$ cat config.mk
export PLATFORM = sky130hd
export DESIGN_NAME = fetch_unit_flat
export DESIGN_NICKNAME = d
export VERILOG_FILES = /design/src/rtl/fetch_unit_pkg.sv /design/src/rtl/fetch_unit_if.sv /design/src/rtl/fetch_unit.sv /design/src/flat_wrapper.sv
export SDC_FILE = /design/constraint.sdc
export NUM_CORES = 1
export LEC_CHECK = 0
export BUFFER_PORTS_ARGS = -buffer_cell sky130_fd_sc_hd__buf_4
export CELL_PAD_IN_SITES_DETAIL_PLACEMENT = 2
export CELL_PAD_IN_SITES_GLOBAL_PLACEMENT = 2
export CORE_MARGIN = 5
export CORE_UTILIZATION = 31
export CTS_BUF_LIST = sky130_fd_sc_hd__clkbuf_8
export CTS_CLUSTER_DIAMETER = 50
export DETAILED_ROUTE_END_ITERATION = 8
export GPL_TIMING_DRIVEN = 0
export PLACE_DENSITY_LB_ADDON = 0.08
export SLEW_MARGIN = 25
export SYNTH_ARGS = -nofsm -noshare
export SYNTH_HDL_FRONTEND = slang
export SYNTH_SLANG_ARGS = --single-unit
$ cat constraint.sdc
create_clock -name i_clk -period 4.4 [get_ports i_clk]
set_input_delay 0 -clock i_clk [delete_from_list [all_inputs] [get_ports i_clk]]
set_output_delay 0 -clock i_clk [all_outputs]
set_load 0.005 [all_outputs]
$ cat src/rtl/fetch_unit_pkg.sv
// Shared types and constants for the fetch stage: word/address widths, NOP encoding, state enum.
package fetch_unit_pkg;

   localparam int ISIZE     = 16;
   localparam int MEM_SPACE = 8;

   typedef logic [MEM_SPACE-1:0] addr_t;
   typedef logic [ISIZE-1:0]     instr_t;

   localparam addr_t  RESET_PC_DEF = '0;
   localparam instr_t NOP_ENC      = 16'h7000;

   typedef enum logic [1:0] {
      ST_BUBBLE = 2'd0,
      ST_RUN    = 2'd1,
      ST_HOLD   = 2'd2
   } fetch_state_e;

   // PC arithmetic wraps modulo 2^MEM_SPACE with no overflow flag.
   function automatic addr_t pc_inc(input addr_t pc);
      return pc + addr_t'(1);
   endfunction

endpackage

$ cat src/rtl/fetch_unit_if.sv
// Fetch-stage bus: redirect/stall inputs, I_memory address/data and decode-facing outputs.
interface fetch_unit_if;
   import fetch_unit_pkg::*;

   logic   stall;
   logic   branch_taken;
   addr_t  branch_target;
   addr_t  imem_addr;
   instr_t imem_data;
   instr_t imem_next_data;
   instr_t instr_out;
   addr_t  pc_out;
   logic   instr_valid;
   instr_t next_instr_out;
   logic   next_valid;

   modport master (
      input  stall, branch_taken, branch_target, imem_data, imem_next_data,
      output imem_addr, instr_out, pc_out, instr_valid, next_instr_out, next_valid
   );

   modport slave (
      output stall, branch_taken, branch_target, imem_data, imem_next_data,
      input  imem_addr, instr_out, pc_out, instr_valid, next_instr_out, next_valid
   );

endinterface

$ cat src/rtl/fetch_unit.sv
// PC + fetch stage: hides the 1-cycle I_memory latency, 1-entry skid for stalls, branch flush.
// Optional FETCH_LOOKAHEAD_EN exposes the pc+1 instruction alongside the current one.
//
// state     | meaning
// ----------+--------------------------------------------------------------
// ST_BUBBLE | no read in flight, skid empty; outputs NOP, instr_valid=0
// ST_RUN    | read of r_req_pc in flight, imem_data presented directly
// ST_HOLD   | stalled; skid holds the presented instr, r_pc re-issued to memory
module fetch_unit
   import fetch_unit_pkg::*;
#(
   parameter addr_t  RESET_PC  = RESET_PC_DEF,
   parameter instr_t NOP_INSTR = NOP_ENC
) (
   input  logic         i_clk,
   input  logic         i_rst,
   fetch_unit_if.master fetch
);

   fetch_state_e r_state;
   fetch_state_e w_state_nxt;
   addr_t        r_pc;
   addr_t        w_pc_nxt;
   addr_t        r_req_pc;
   addr_t        w_req_pc_nxt;
   logic         w_skid_load;
   instr_t       r_skid_instr;
   addr_t        r_skid_pc;
   logic         w_instr_valid;
   logic         w_skid_full;

   assign w_skid_full   = (r_state == ST_HOLD);
   assign w_instr_valid = (r_state != ST_BUBBLE);

   // Branch beats stall beats advance; a stalled bubble is not worth holding.
   always_comb begin
      w_state_nxt  = r_state;
      w_pc_nxt     = r_pc;
      w_req_pc_nxt = r_req_pc;
      w_skid_load  = 1'b0;
      if (fetch.branch_taken) begin
         w_state_nxt = ST_BUBBLE;
         w_pc_nxt    = fetch.branch_target;
      end else if (fetch.stall && w_instr_valid) begin
         w_state_nxt  = ST_HOLD;
         w_req_pc_nxt = r_pc;
         w_skid_load  = !w_skid_full;
      end else begin
         w_state_nxt  = ST_RUN;
         w_pc_nxt     = pc_inc(r_pc);
         w_req_pc_nxt = r_pc;
      end
   end

   always_ff @(posedge i_clk or posedge i_rst) begin
      if (i_rst) begin
         r_state      <= ST_BUBBLE;
         r_pc         <= RESET_PC;
         r_req_pc     <= RESET_PC;
         r_skid_instr <= NOP_INSTR;
         r_skid_pc    <= RESET_PC;
      end else begin
         r_state  <= w_state_nxt;
         r_pc     <= w_pc_nxt;
         r_req_pc <= w_req_pc_nxt;
         if (w_skid_load) begin
            r_skid_instr <= fetch.imem_data;
            r_skid_pc    <= r_req_pc;
         end
      end
   end

   assign fetch.imem_addr   = r_pc;
   assign fetch.instr_valid = w_instr_valid;
   assign fetch.pc_out      = w_skid_full ? r_skid_pc : r_req_pc;
   assign fetch.instr_out   = w_skid_full   ? r_skid_instr :
                              w_instr_valid ? fetch.imem_data : NOP_INSTR;

`ifdef FETCH_LOOKAHEAD_EN
   instr_t r_skid_next;

   always_ff @(posedge i_clk or posedge i_rst) begin
      if (i_rst) begin
         r_skid_next <= NOP_INSTR;
      end else if (w_skid_load) begin
         r_skid_next <= fetch.imem_next_data;
      end
   end

   // Nothing follows the top of the address space, so lookahead is invalid there.
   assign fetch.next_instr_out = w_skid_full ? r_skid_next : fetch.imem_next_data;
   assign fetch.next_valid     = w_instr_valid && (fetch.pc_out != '1);
`else
   logic w_unused_next;

   assign w_unused_next        = ^fetch.imem_next_data;
   assign fetch.next_instr_out = NOP_INSTR;
   assign fetch.next_valid     = 1'b0;
`endif

endmodule

$ cat src/flat_wrapper.sv
// flat-port wrapper written by rule: the top's interface ports become plain ports
module fetch_unit_flat import fetch_unit_pkg::*;
#(
   parameter addr_t  RESET_PC  = RESET_PC_DEF,
   parameter instr_t NOP_INSTR = NOP_ENC
)
  (i_clk, i_rst, fetch_stall, fetch_branch_taken, fetch_branch_target, fetch_imem_data, fetch_imem_next_data, fetch_imem_addr, fetch_instr_out, fetch_pc_out, fetch_instr_valid, fetch_next_instr_out, fetch_next_valid);
  fetch_unit_if fetch_i ();
  input  logic i_clk;
  input  logic i_rst;
  input wire logic [$bits(fetch_i.stall)-1:0] fetch_stall;
  input wire logic [$bits(fetch_i.branch_taken)-1:0] fetch_branch_taken;
  input wire logic [$bits(fetch_i.branch_target)-1:0] fetch_branch_target;
  input wire logic [$bits(fetch_i.imem_data)-1:0] fetch_imem_data;
  input wire logic [$bits(fetch_i.imem_next_data)-1:0] fetch_imem_next_data;
  output wire logic [$bits(fetch_i.imem_addr)-1:0] fetch_imem_addr;
  output wire logic [$bits(fetch_i.instr_out)-1:0] fetch_instr_out;
  output wire logic [$bits(fetch_i.pc_out)-1:0] fetch_pc_out;
  output wire logic [$bits(fetch_i.instr_valid)-1:0] fetch_instr_valid;
  output wire logic [$bits(fetch_i.next_instr_out)-1:0] fetch_next_instr_out;
  output wire logic [$bits(fetch_i.next_valid)-1:0] fetch_next_valid;
  assign fetch_i.stall = fetch_stall;
  assign fetch_i.branch_taken = fetch_branch_taken;
  assign fetch_i.branch_target = fetch_branch_target;
  assign fetch_i.imem_data = fetch_imem_data;
  assign fetch_i.imem_next_data = fetch_imem_next_data;
  assign fetch_imem_addr = fetch_i.imem_addr;
  assign fetch_instr_out = fetch_i.instr_out;
  assign fetch_pc_out = fetch_i.pc_out;
  assign fetch_instr_valid = fetch_i.instr_valid;
  assign fetch_next_instr_out = fetch_i.next_instr_out;
  assign fetch_next_valid = fetch_i.next_valid;
  fetch_unit #(.RESET_PC(RESET_PC), .NOP_INSTR(NOP_INSTR)) u_core (.i_clk(i_clk), .i_rst(i_rst), .fetch(fetch_i));
endmodule
==> flow_summary.ini <==
[status]
outcome = complete, no violations

[clocking]
cts-root-buf = clkbuf_8
cts.path.max_buffers = 2
clk_latency_ns = 0.30
cts_tree = done
post-cts-setup-buffer-count = 0
clk_pin_slew_ns = 0.07
htreeDepth = 2
cts.sinks = 42
cts_buffers = 5

[power_and_ir_drop]
ir_drop_mv = 0.127
total_power_mw = 1.09
p_leak_nw = 1.53
p_per_area_nw_per_um2 = 347

[finish]
stdcell_count = 404
post-route-util_pct = 46.4
nets = 352
syn_to_final_growth_pct = 46.1
design_area_um2 = 3150
layout-drive-gt1-share_pct = 40.3
insertedDiodeCount = 0

[yosys]
synthFlopType = dfrtp_1
ys_ff_latch = 42
yosys_warnings = 0
syn_area_um2 = 2160
synth-async-reset-ratio_pct = 100
synthCells = 200
synth_area_leader_cell = dfrtp_1
synthDistinctLibCells = 39
synth_edf_count = 0
synth.avg_cell_area_um2 = 10.8
synth-seq-area-share_pct = 48.9
synth_top_area_share_pct = 45.3
synth.area.top_cells = dfrtp_1 (45%), mux2_2 (16%), buf_4 (6.6%), nand2_1 (5.2%), a22o_1 (4.9%)

[sta]
hold_viol = 0
hold_ws_ns = 0.0493
final.min_clock_period_ns = 1.87
finalClockSkew_ns = 0.00624
tightest_slew_ns = 0.527
finalMaxSlewViolations = 0
setup_ws_ns = 2.53
tns_ns = 0
setup_violations = 0
clock.fmax_mhz = 534
slew_headroom_pct = 64.8
rsz0062_at_grt = no
finalCritPeriodShare_pct = 42.6

[setup_path]
critical_path_arrival_ns = 1.87
critical_path_class = reg2out
rrSetupSlack_ns = 2.78
start_kind = flip-flop
critPathRequiredTime_ns = 4.40
critPathCaptureType = primary output
cp_max_fo = 10

[floorplan]
fp.dieW_um = 93.4
io_pins = 94
core_area_um2 = 6790
initial_core_util_pct = 31.7
rows = 30
dieArea_um2 = 8720
die_y_um = 93.4

[routing]
drc = 0
routedWlPerCell_um = 15.4
top_layer_used = met4
route.vias.total = 1836
totalWireLength_um = 6240
firstDrtPassIters = 4
wl_met1_um = 2840
ant_nets = 0
wl_met3_um = 288
vias_per_cell = 4.54
first_iter_violations = 50
wl_met2_um = 3080

[place]
post_dp_cell_area_um2 = 2800
place_congestion = 0.780
numPlacedInstances = 372
numPortBuffers = 60
place_ws_ns = 2.78
place_hpwl_um = 4470

[grt]
gr-total-overflow = 0
grt_pass1_wl_um = 10400
grt_pass1_vias = 2031
grt_max_degree = 31
grt_usage_pct = 15.1
antenna_found_initial = 0

[run]
maxCapViolCount = 0

[min_path]
hold_path_class = in2reg
routing by layer:
metal  GRT usage (%)  vias to the layer above
li1                -                      876
met1            19.8                      907
met2            25.3                       51
met3            3.62                        2
met4            2.93                        0
met5               0                        -
flip-flops by register name, indices dropped and copies added (netlist names):
name                    flops
u_core.fetch.imem_addr      8
u_core.r_skid_pc            8
u_core.r_skid_instr        16
u_core.r_req_pc             8
u_core.r_state              2
critical path: stages, from the launching register on:
cell and delay [ns]:
dfrtp_1 0.40, buf_2 0.25, or2b_1 0.15, clkbuf_1 0.42, nor2_1 0.08, a21oi_1 0.15, buf_4 0.13
synth_stat cells, types with 2 or more instances:
| master | instances |
|---|---|
| a21o_1 | 3 |
| nor2_1 | 6 |
| dfrtp_1 | 39 |
| nor2b_1 | 4 |
| buf_4 | 19 |
| conb_1 | 2 |
| nand2_1 | 30 |
| mux2_2 | 30 |
| a21oi_1 | 4 |
| inv_1 | 6 |
| a31oi_1 | 3 |
| nand3_1 | 3 |
| dfstp_2 | 3 |
| a22o_1 | 12 |
| o21ai_0 | 4 |
| or4_1 | 3 |
| clkbuf_1 | 6 |
| o31ai_1 | 2 |
layout by cell type (no fill, tap or decap), types with 2 or more instances in the layout:
master,synthesis,layout
nand2_1,30,30
a21oi_1,4,4
dfstp_2,3,3
a22o_1,12,12
nand3_1,3,3
o21ai_0,4,4
inv_1,6,7
mux2_2,30,30
o31ai_1,2,2
conb_1,2,17
clkbuf_8,0,5
dfrtp_1,39,39
clkbuf_1,6,6
buf_4,19,79
dlygate4sd3_1,0,24
nor2b_1,4,4
nor2_1,6,6
or4_1,3,3
a31oi_1,3,3
a21o_1,3,3
what timing repair did:
| action | in CTS | in global routing |
|---|---|---|
| hold buffers | 24 | 0 |
| setup endpoints to repair | 0 | 0 |
| resized for setup | 0 | 0 |
| hold endpoints to repair | 62 | 0 |
power breakdown:
group / leakage [nW] / switching, mW / internal [mW]
sequential: 0.497 / 0.0561 / 0.470
combinational: 0.971 / 0.104 / 0.167
clock: 0.0607 / 0.132 / 0.165
total: 1.53 / 0.292 / 0.802
final timing paths:
check / cells after the start / endpoint / start
worst max-delay path: 6 / fetch_instr_out[14] / u_core.r_state[0]
worst min-delay path: 3 / u_core.fetch.imem_addr[4] / fetch_branch_taken
worst max register to register: 4 / u_core.fetch.imem_addr[6] / u_core.fetch.imem_addr[0]
worst min register to register: 1 / u_core.r_skid_instr[8] / u_core.r_skid_instr[8]
max in group asynchronous: 4 / u_core.r_skid_instr[12] / i_rst
min in group asynchronous: 3 / u_core.r_skid_pc[3] / i_rst
area by class of cell:
cell class,instances,area [µm²]
Buffer,28,185
Clock buffer,5,68.8
Clock inverter,3,37.5
Fill cell,733,3640
Inverter,6,22.5
Multi-Input combinational cell,139,950
Sequential cell,42,1050
Tap cell,96,120
Timing Repair Buffer,85,711
cell families after synthesis:
group           after synthesis  synth area share [%]
xor+xnor                      1                 0.406
flops                        42                  48.9
mux                          31                  16.1
compound gates               34                  11.8
fa+ha+maj                     1                 0.580
buf+inv                      34                  9.63
other cells                   2                 0.348
simple gates                 55                  12.1
Note: power is estimated with default switching activity, not from simulation.
